<file path="config.mk">
export PLATFORM = sky130hd
export DESIGN_NAME = water_arbiter
export DESIGN_NICKNAME = d
export VERILOG_FILES = /design/src/rtl/water_arbiter.sv
export SDC_FILE = /design/constraint.sdc
export NUM_CORES = 1
export LEC_CHECK = 0
export CORE_MARGIN = 3
export CORE_UTILIZATION = 37
export DETAILED_ROUTE_END_ITERATION = 12
export SLEW_MARGIN = 20
export SYNTH_ARGS = -nofsm -noshare
export SYNTH_HDL_FRONTEND = slang
export SYNTH_SLANG_ARGS = --single-unit
</file>
<file path="constraint.sdc">
create_clock -name clk -period 3.6 [get_ports clk]
set_input_delay 0.9 -clock clk [delete_from_list [all_inputs] [get_ports clk]]
set_output_delay 0.9 -clock clk [all_outputs]
set_load 0.02 [all_outputs]
</file>
<file path="src/rtl/water_arbiter.sv">
// rtl/water_arbiter.sv - round-robin time-sliced arbiter sharing one pump between two stations
module water_arbiter #(
  parameter int SLICE  = 16,
  parameter int SETTLE = 2,
  parameter int CW     = 5
) (
  input  logic       clk,
  input  logic       reset_n,
  input  logic [1:0] G1,
  input  logic [1:0] G2,
  input  logic [1:0] fault,
  output logic [1:0] R1,
  output logic [1:0] R2,
  output logic       pump,
  output logic [1:0] gnt,
  output logic [1:0] E
);

  typedef enum logic [2:0] {
    ST_IDLE   = 3'd0,
    ST_SETTLE = 3'd1,
    ST_GRANT1 = 3'd2,
    ST_GRANT2 = 3'd3,
    ST_LOCK   = 3'd4
  } state_t;

  localparam logic [CW-1:0] SLICE_LAST  = CW'(SLICE - 1);
  localparam logic [CW-1:0] SETTLE_LAST = CW'(SETTLE - 1);

  state_t        state, state_n;
  logic          last, last_n;  // last-served station: 0 = station 1, 1 = station 2
  logic          tgt, tgt_n;
  logic [CW-1:0] cnt, cnt_n;
  logic [1:0]    mode, mode_n;
  logic [1:0]    tgt_mode, own_mode, other_mode;
  logic          other_idx;

  assign tgt_mode   = tgt ? G2 : G1;
  assign own_mode   = (state == ST_GRANT2) ? G2 : G1;
  assign other_mode = (state == ST_GRANT2) ? G1 : G2;
  assign other_idx  = (state == ST_GRANT1);

  always_comb begin
    state_n = state;
    last_n  = last;
    tgt_n   = tgt;
    cnt_n   = cnt;
    mode_n  = mode;
    if (fault != 2'b00) begin
      state_n = ST_LOCK;
    end else begin
      case (state)
        ST_IDLE: begin
          if (G1 != 2'b00 || G2 != 2'b00) begin
            state_n = ST_SETTLE;
            cnt_n   = '0;
            tgt_n   = (G1 != 2'b00 && G2 != 2'b00) ? ~last : (G2 != 2'b00);
          end
        end
        ST_SETTLE: begin
          if (cnt == SETTLE_LAST) begin
            if (tgt_mode == 2'b00) begin
              state_n = ST_IDLE;
            end else begin
              state_n = tgt ? ST_GRANT2 : ST_GRANT1;
              mode_n  = tgt_mode;
              cnt_n   = '0;
              last_n  = tgt;
            end
          end else begin
            cnt_n = cnt + 1'b1;
          end
        end
        ST_GRANT1, ST_GRANT2: begin
          // release wins over slice expiry; both hand over to the waiting station
          if (own_mode == 2'b00) begin
            if (other_mode != 2'b00) begin
              state_n = ST_SETTLE;
              tgt_n   = other_idx;
              cnt_n   = '0;
            end else begin
              state_n = ST_IDLE;
            end
          end else if (cnt == SLICE_LAST) begin
            if (other_mode != 2'b00) begin
              state_n = ST_SETTLE;
              tgt_n   = other_idx;
              cnt_n   = '0;
            end
          end else begin
            cnt_n = cnt + 1'b1;
          end
        end
        ST_LOCK: begin
          if (G1 == 2'b00 && G2 == 2'b00) state_n = ST_IDLE;
        end
        default: state_n = ST_IDLE;
      endcase
    end
  end

  // outputs are decoded from the next state so they register alongside it
  always_ff @(posedge clk or negedge reset_n) begin
    if (!reset_n) begin
      state <= ST_IDLE;
      last  <= 1'b1;
      tgt   <= 1'b0;
      cnt   <= '0;
      mode  <= 2'b00;
      R1    <= 2'b00;
      R2    <= 2'b00;
      pump  <= 1'b0;
      gnt   <= 2'b00;
      E     <= 2'b00;
    end else begin
      state <= state_n;
      last  <= last_n;
      tgt   <= tgt_n;
      cnt   <= cnt_n;
      mode  <= mode_n;
      R1    <= (state_n == ST_GRANT1) ? mode_n : 2'b00;
      R2    <= (state_n == ST_GRANT2) ? mode_n : 2'b00;
      pump  <= (state_n == ST_GRANT1) || (state_n == ST_GRANT2);
      gnt   <= {state_n == ST_GRANT2, state_n == ST_GRANT1};
      E     <= (state_n == ST_LOCK) ? 2'b11 : 2'b00;
    end
  end

endmodule

</file>
Word-level counts from Yosys, hierarchy flattened --
Cells that the tools add are included.
Storage, ports and cells: flip-flop bits (word level) 21, bits in latches 0, memory bits (writable) 0, memory bits (read-only) 0, input bits 8, output and inout bits 9, word-level logic and storage cells 79, memories 0
Cells by class: add/subtract/negate cells 1, multiply operators 0, divide/modulo/power cells 0, order comparisons 0, equal/unequal tests 12, shift-type cells 0, mux-type cells 34, bitwise gates (word level) 3, reductions and logical operators 19
Operators with widths (number):
- 5-bit 2-to-1 mux | 6
- 2-bit 2-to-1 mux | 11
- 3-bit 2-to-1 mux | 7
- 5-bit one-hot mux with 3 select lines | 1
- 3-bit by 2-bit equality test with 1-bit output, second input constant | 4
- 3-bit one-hot mux with 4 select lines | 1
- 4-bit AND reduction | 3
- 2-bit nonzero test | 5
- 2-bit logical NOT | 4
- 1-bit 2-to-1 mux | 7
- 3-bit equality test, second input constant | 2
- 3-bit inequality test, second input constant | 2
- 5-bit by 1-bit adder with 5-bit output, second input constant | 1
- 5-bit by 1-bit equality test with 1-bit output, second input constant | 1
- 5-bit by 4-bit equality test with 1-bit output, second input constant | 1
- 3-bit by 1-bit equality test with 1-bit output, second input constant | 1
- 3-bit logical NOT | 1
- 1-bit inverter | 3
- 3-bit nonzero test | 1
- 1-bit logical AND | 2
- 1-bit logical OR | 2
- 2-bit inequality test, second input constant | 1
- 1-bit one-hot mux with 2 select lines | 1
- 2-bit OR reduction | 1

Depth between registers and ports, before layout --
word-level depth 10, depth in mapped cells 7, gate-level depth less buffers 7

Worst setup path after synthesis --
No wires, ideal clock.
path kind input port to flip-flop, start point input G1[1], end point register cnt[2], setup time 126 ps, data arrival time 2176 ps, data required time 3474 ps, slack 1298 ps, stages 5, path buffers 1, path through buf_2 -> or4_4 -> o21ai_1 -> a21oi_1 -> a221o_1
Between the ends: longest elaborated chain between the ends 6, elaborated cells between the ends (all ways) 15, classes of those cells 2 x eq/ne; 7 x mux; 6 x reduce/logical
Ends and longest elaborated chain:
- start, declared | RTL line 9 | input logic [1:0] G1,
- 2-bit 2-to-1 mux | RTL line 40 | assign other_mode = (state == ST_GRANT2) ? G1 : G2;
- 2-bit nonzero test | RTL line 77, 85
- 5-bit 2-to-1 mux (2 in a row)
- 5-bit 2-to-1 mux | RTL line 76 | if (own_mode == 2'b00) begin
- 5-bit one-hot mux with 3 select lines | RTL line 52 | case (state)
- end signal, assigned | RTL line 119 | cnt <= cnt_n;
- end, declared | RTL line 33 | logic [CW-1:0] cnt, cnt_n;
Several ways; a longest one is shown, not always the timed one. A chain may end at the register's enable or synchronous reset.

Final worst setup path --
Same ends and word-level chain as after synthesis.

==> qor.tcl <==
set qor(clk-insertion-delay-late_ps) 300
set qor(synth-seq-cells) 20
set qor(num_rows) 19
set qor(maxCapViolations) 0
set qor(final_core_utilization_pct) 49.1
set qor(via_count) 944
set qor(worst_setup_path_start_kind) {primary input}
set qor(cts_root_buffer) {clkbuf_4}
set qor(setup_viol_count_final) 0
set qor(drt_pass1_iterations) 4
set qor(tightest_slew_ps) 880
set qor(cts.clk_slew.worst_paths_ps) 110
set qor(clock_path_buffers) 2
set qor(timing.reg2reg.setup_slack_ps) 1440
set qor(cts_resized) 0
set qor(final-max-slew-violation-count) 0
set qor(grt_pass1_vias) 957
set qor(synth.distinct_cells) 47
set qor(finalNetCount) 144
set qor(hold_viol) 0
set qor(max-slew-margin-rel_pct) 41.1
set qor(cts_tree) {done}
set qor(vdd_ir_drop_max_v) 0.000263
set qor(place.detailed.hpwl_mm) 1.91
set qor(cp.arrival_ps) 2820
set qor(initial_core_util_pct) 40.9
set qor(fillerInstances) 273
set qor(core_outline_area_um2) 2900
set qor(syn_to_final_growth_pct) 19.9
set qor(synth-edff-count) 0
set qor(first_iter_violations) 44
set qor(floorplan.die.width_um) 62.7
set qor(worst-setup-path-type) {in2reg}
set qor(async_s_r_ff_share_synth_pct) 100
set qor(cts-hold-fix-buffers) 0
set qor(io-pin-count) 17
set qor(antenna-diode-count) 0
set qor(postCtsSetupBuffers) 0
set qor(critical_path.endpoint_type) {flop}
set qor(power.total_uw) 472
set qor(synthesis.nets) 129
set qor(grt_first_pass_wirelength_mm) 4.51
set qor(fin_crit_sh_pct) 72.9
set qor(fin_crit_ps) 2630
set qor(outcome) {finished clean}
set qor(rsz0062_at_grt) {false}
set qor(static-leakage-power_nw) 0.585
set qor(fin_tns_setup_ps) 0
set qor(synth-main-ff-cell) {dfrtp_1}
set qor(grt_max_degree) 21
set qor(post_synth.cell_area_avg_um2) 10.1
set qor(die_y_um) 62.7
set qor(power-per-cell-area_nw_per_um2) 331
set qor(finalClockSkew_ps) 3.70
set qor(synth_cells) 118
set qor(die_area_um2) 3930
set qor(clock_tree.htree_level_count) 1
set qor(synth.yosys.warnings) 0
set qor(mappedNetlistArea_um2) 1190
set qor(holdCritPathClass) {reg2reg}
set qor(fraction_of_layout_instances_using_a_drive_strength_above_1_pct) 14.4
set qor(cts_num_sinks) 20
set qor(worstPathMaxFanout) 10
set qor(finalWeightedCongestion) 0.857
set qor(drcViolationCount) 0
set qor(port-buffer-count) 16
set qor(drt-vias-per-instance) 5.43
set qor(antenna_left) 0
set qor(initial_antenna_violation_count) 0
set qor(cts_inserted_buffers) 3
set qor(detail_route.wirelength_mm) 2.50
set qor(average_wire_length_per_cell_after_detail_routing_um) 14.4
set qor(fmax_achieved_mhz) 381
set qor(global_route_usage_over_all_layers_pct) 13.9
set qor(grt_overflow) 0
set qor(worstPathRequired_ps) 3790
set qor(synth-seq-area-share_pct) 42.3
## flip-flops by register name, indices dropped and copies added (netlist names)
name and cells:
tgt 1, state 3, gnt 2, E 1
last 1, cnt 5, R2 2, R1 2
mode 2, pump 1
## cell type report
cell class,count,area [µm²],area share [%]
timing repair buffer,16,160,11.2
clock inverter,1,30.0,2.11
tap,42,52.6,3.69
clock buffer,3,22.5,1.58
multi-input combinational,82,619,43.5
sequential,20,502,35.2
inverter,10,37.5,2.64
## critical path, stage by stage
cell and delay (ps):
clkdlybuf4s50_1 560, or4_4 600, o21ai_1 270, a21oi_1 140
a221o_1 330
## per-layer routing
metal / track usage [%] / vias to the layer above / part of all wire (%)
met2: 24.5 / 20 / 50
met4: 1.65 / 0 / 0.48
li1: - / 475 / -
met1: 17.4 / 447 / 46
met3: 3.60 / 2 / 3.6
met5: 0 / - / 0
## Yosys cell counts (2+ instances only)
cell	count	share of area (%)
ha_1	3	3.2
nand3_1	4	1.7
o21ba_2	2	1.7
dfrtp_1	19	40
or2_2	2	1.1
o21ai_0	4	1.7
nor3b_1	3	1.9
nor4_1	2	1.1
a22o_1	2	1.5
a21boi_0	4	2.5
a2111oi_0	2	1.5
a21oi_1	3	1.3
nand4_1	3	1.6
inv_1	10	3.2
nand2_1	7	2.2
o21bai_1	2	1.3
a211o_1	2	1.5
nor2_1	4	1.3
mux2_2	5	4.7
nor3_1	4	1.7
a211oi_1	2	1.3
buf_2	2	0.84
clkbuf_1	3	0.95
## power by group
group / internal (mW) / switching (mW)
Combinational: 0.0248 / 0.0238
Sequential: 0.231 / 0.0118
Clock: 0.112 / 0.0681
## layout by cell type (no fill, tap or decap), types with 2 or more instances in the layout
cell type / instances
nor4_1: 2
ha_1: 3
inv_1: 10
clkbuf_4: 3
a2111oi_0: 2
nand4_1: 3
a211o_1: 2
o21bai_1: 2
nor2_1: 4
a211oi_1: 2
nand2_1: 7
mux2_2: 5
nor3b_1: 3
o21ai_0: 4
a22o_1: 2
nand3_1: 4
nor3_1: 4
a21boi_0: 4
or2_2: 2
o21ba_2: 2
dfrtp_1: 19
clkdlybuf4s50_1: 16
a21oi_1: 3
## logic make-up after synthesis
kind of cell / synth area share [%]
and+or+nand+nor: 21.6
AOI/OAI and AO/OA: 22.7
DFF: 42.3
buffers and inverters: 5.59
muxes: 4.74
adders and majority gates: 3.16
## path summary, 6_finish.rpt
check                      cells after the start    start  endpoint
max                                            5    G1[1]    cnt[2]
min                                            2  mode[1]   mode[1]
max reg2reg                                    7   cnt[0]     R1[1]
min reg2reg                                    2  mode[1]   mode[1]
max in group asynchronous                      1  reset_n    cnt[3]
min in group asynchronous                      1  reset_n       tgt
## metrics by stage
stage	instances	area [µm²]	worst slack, ps	hold slack (ps)
finish	174	1420	974	558
global route	174	1420	893	609
CTS	174	1420	1020	565
detailed placement	170	1370	687	536
global placement	170	1370	739	533
floorplan	118	1190	1300	482
(Power assumes the default switching activity.)
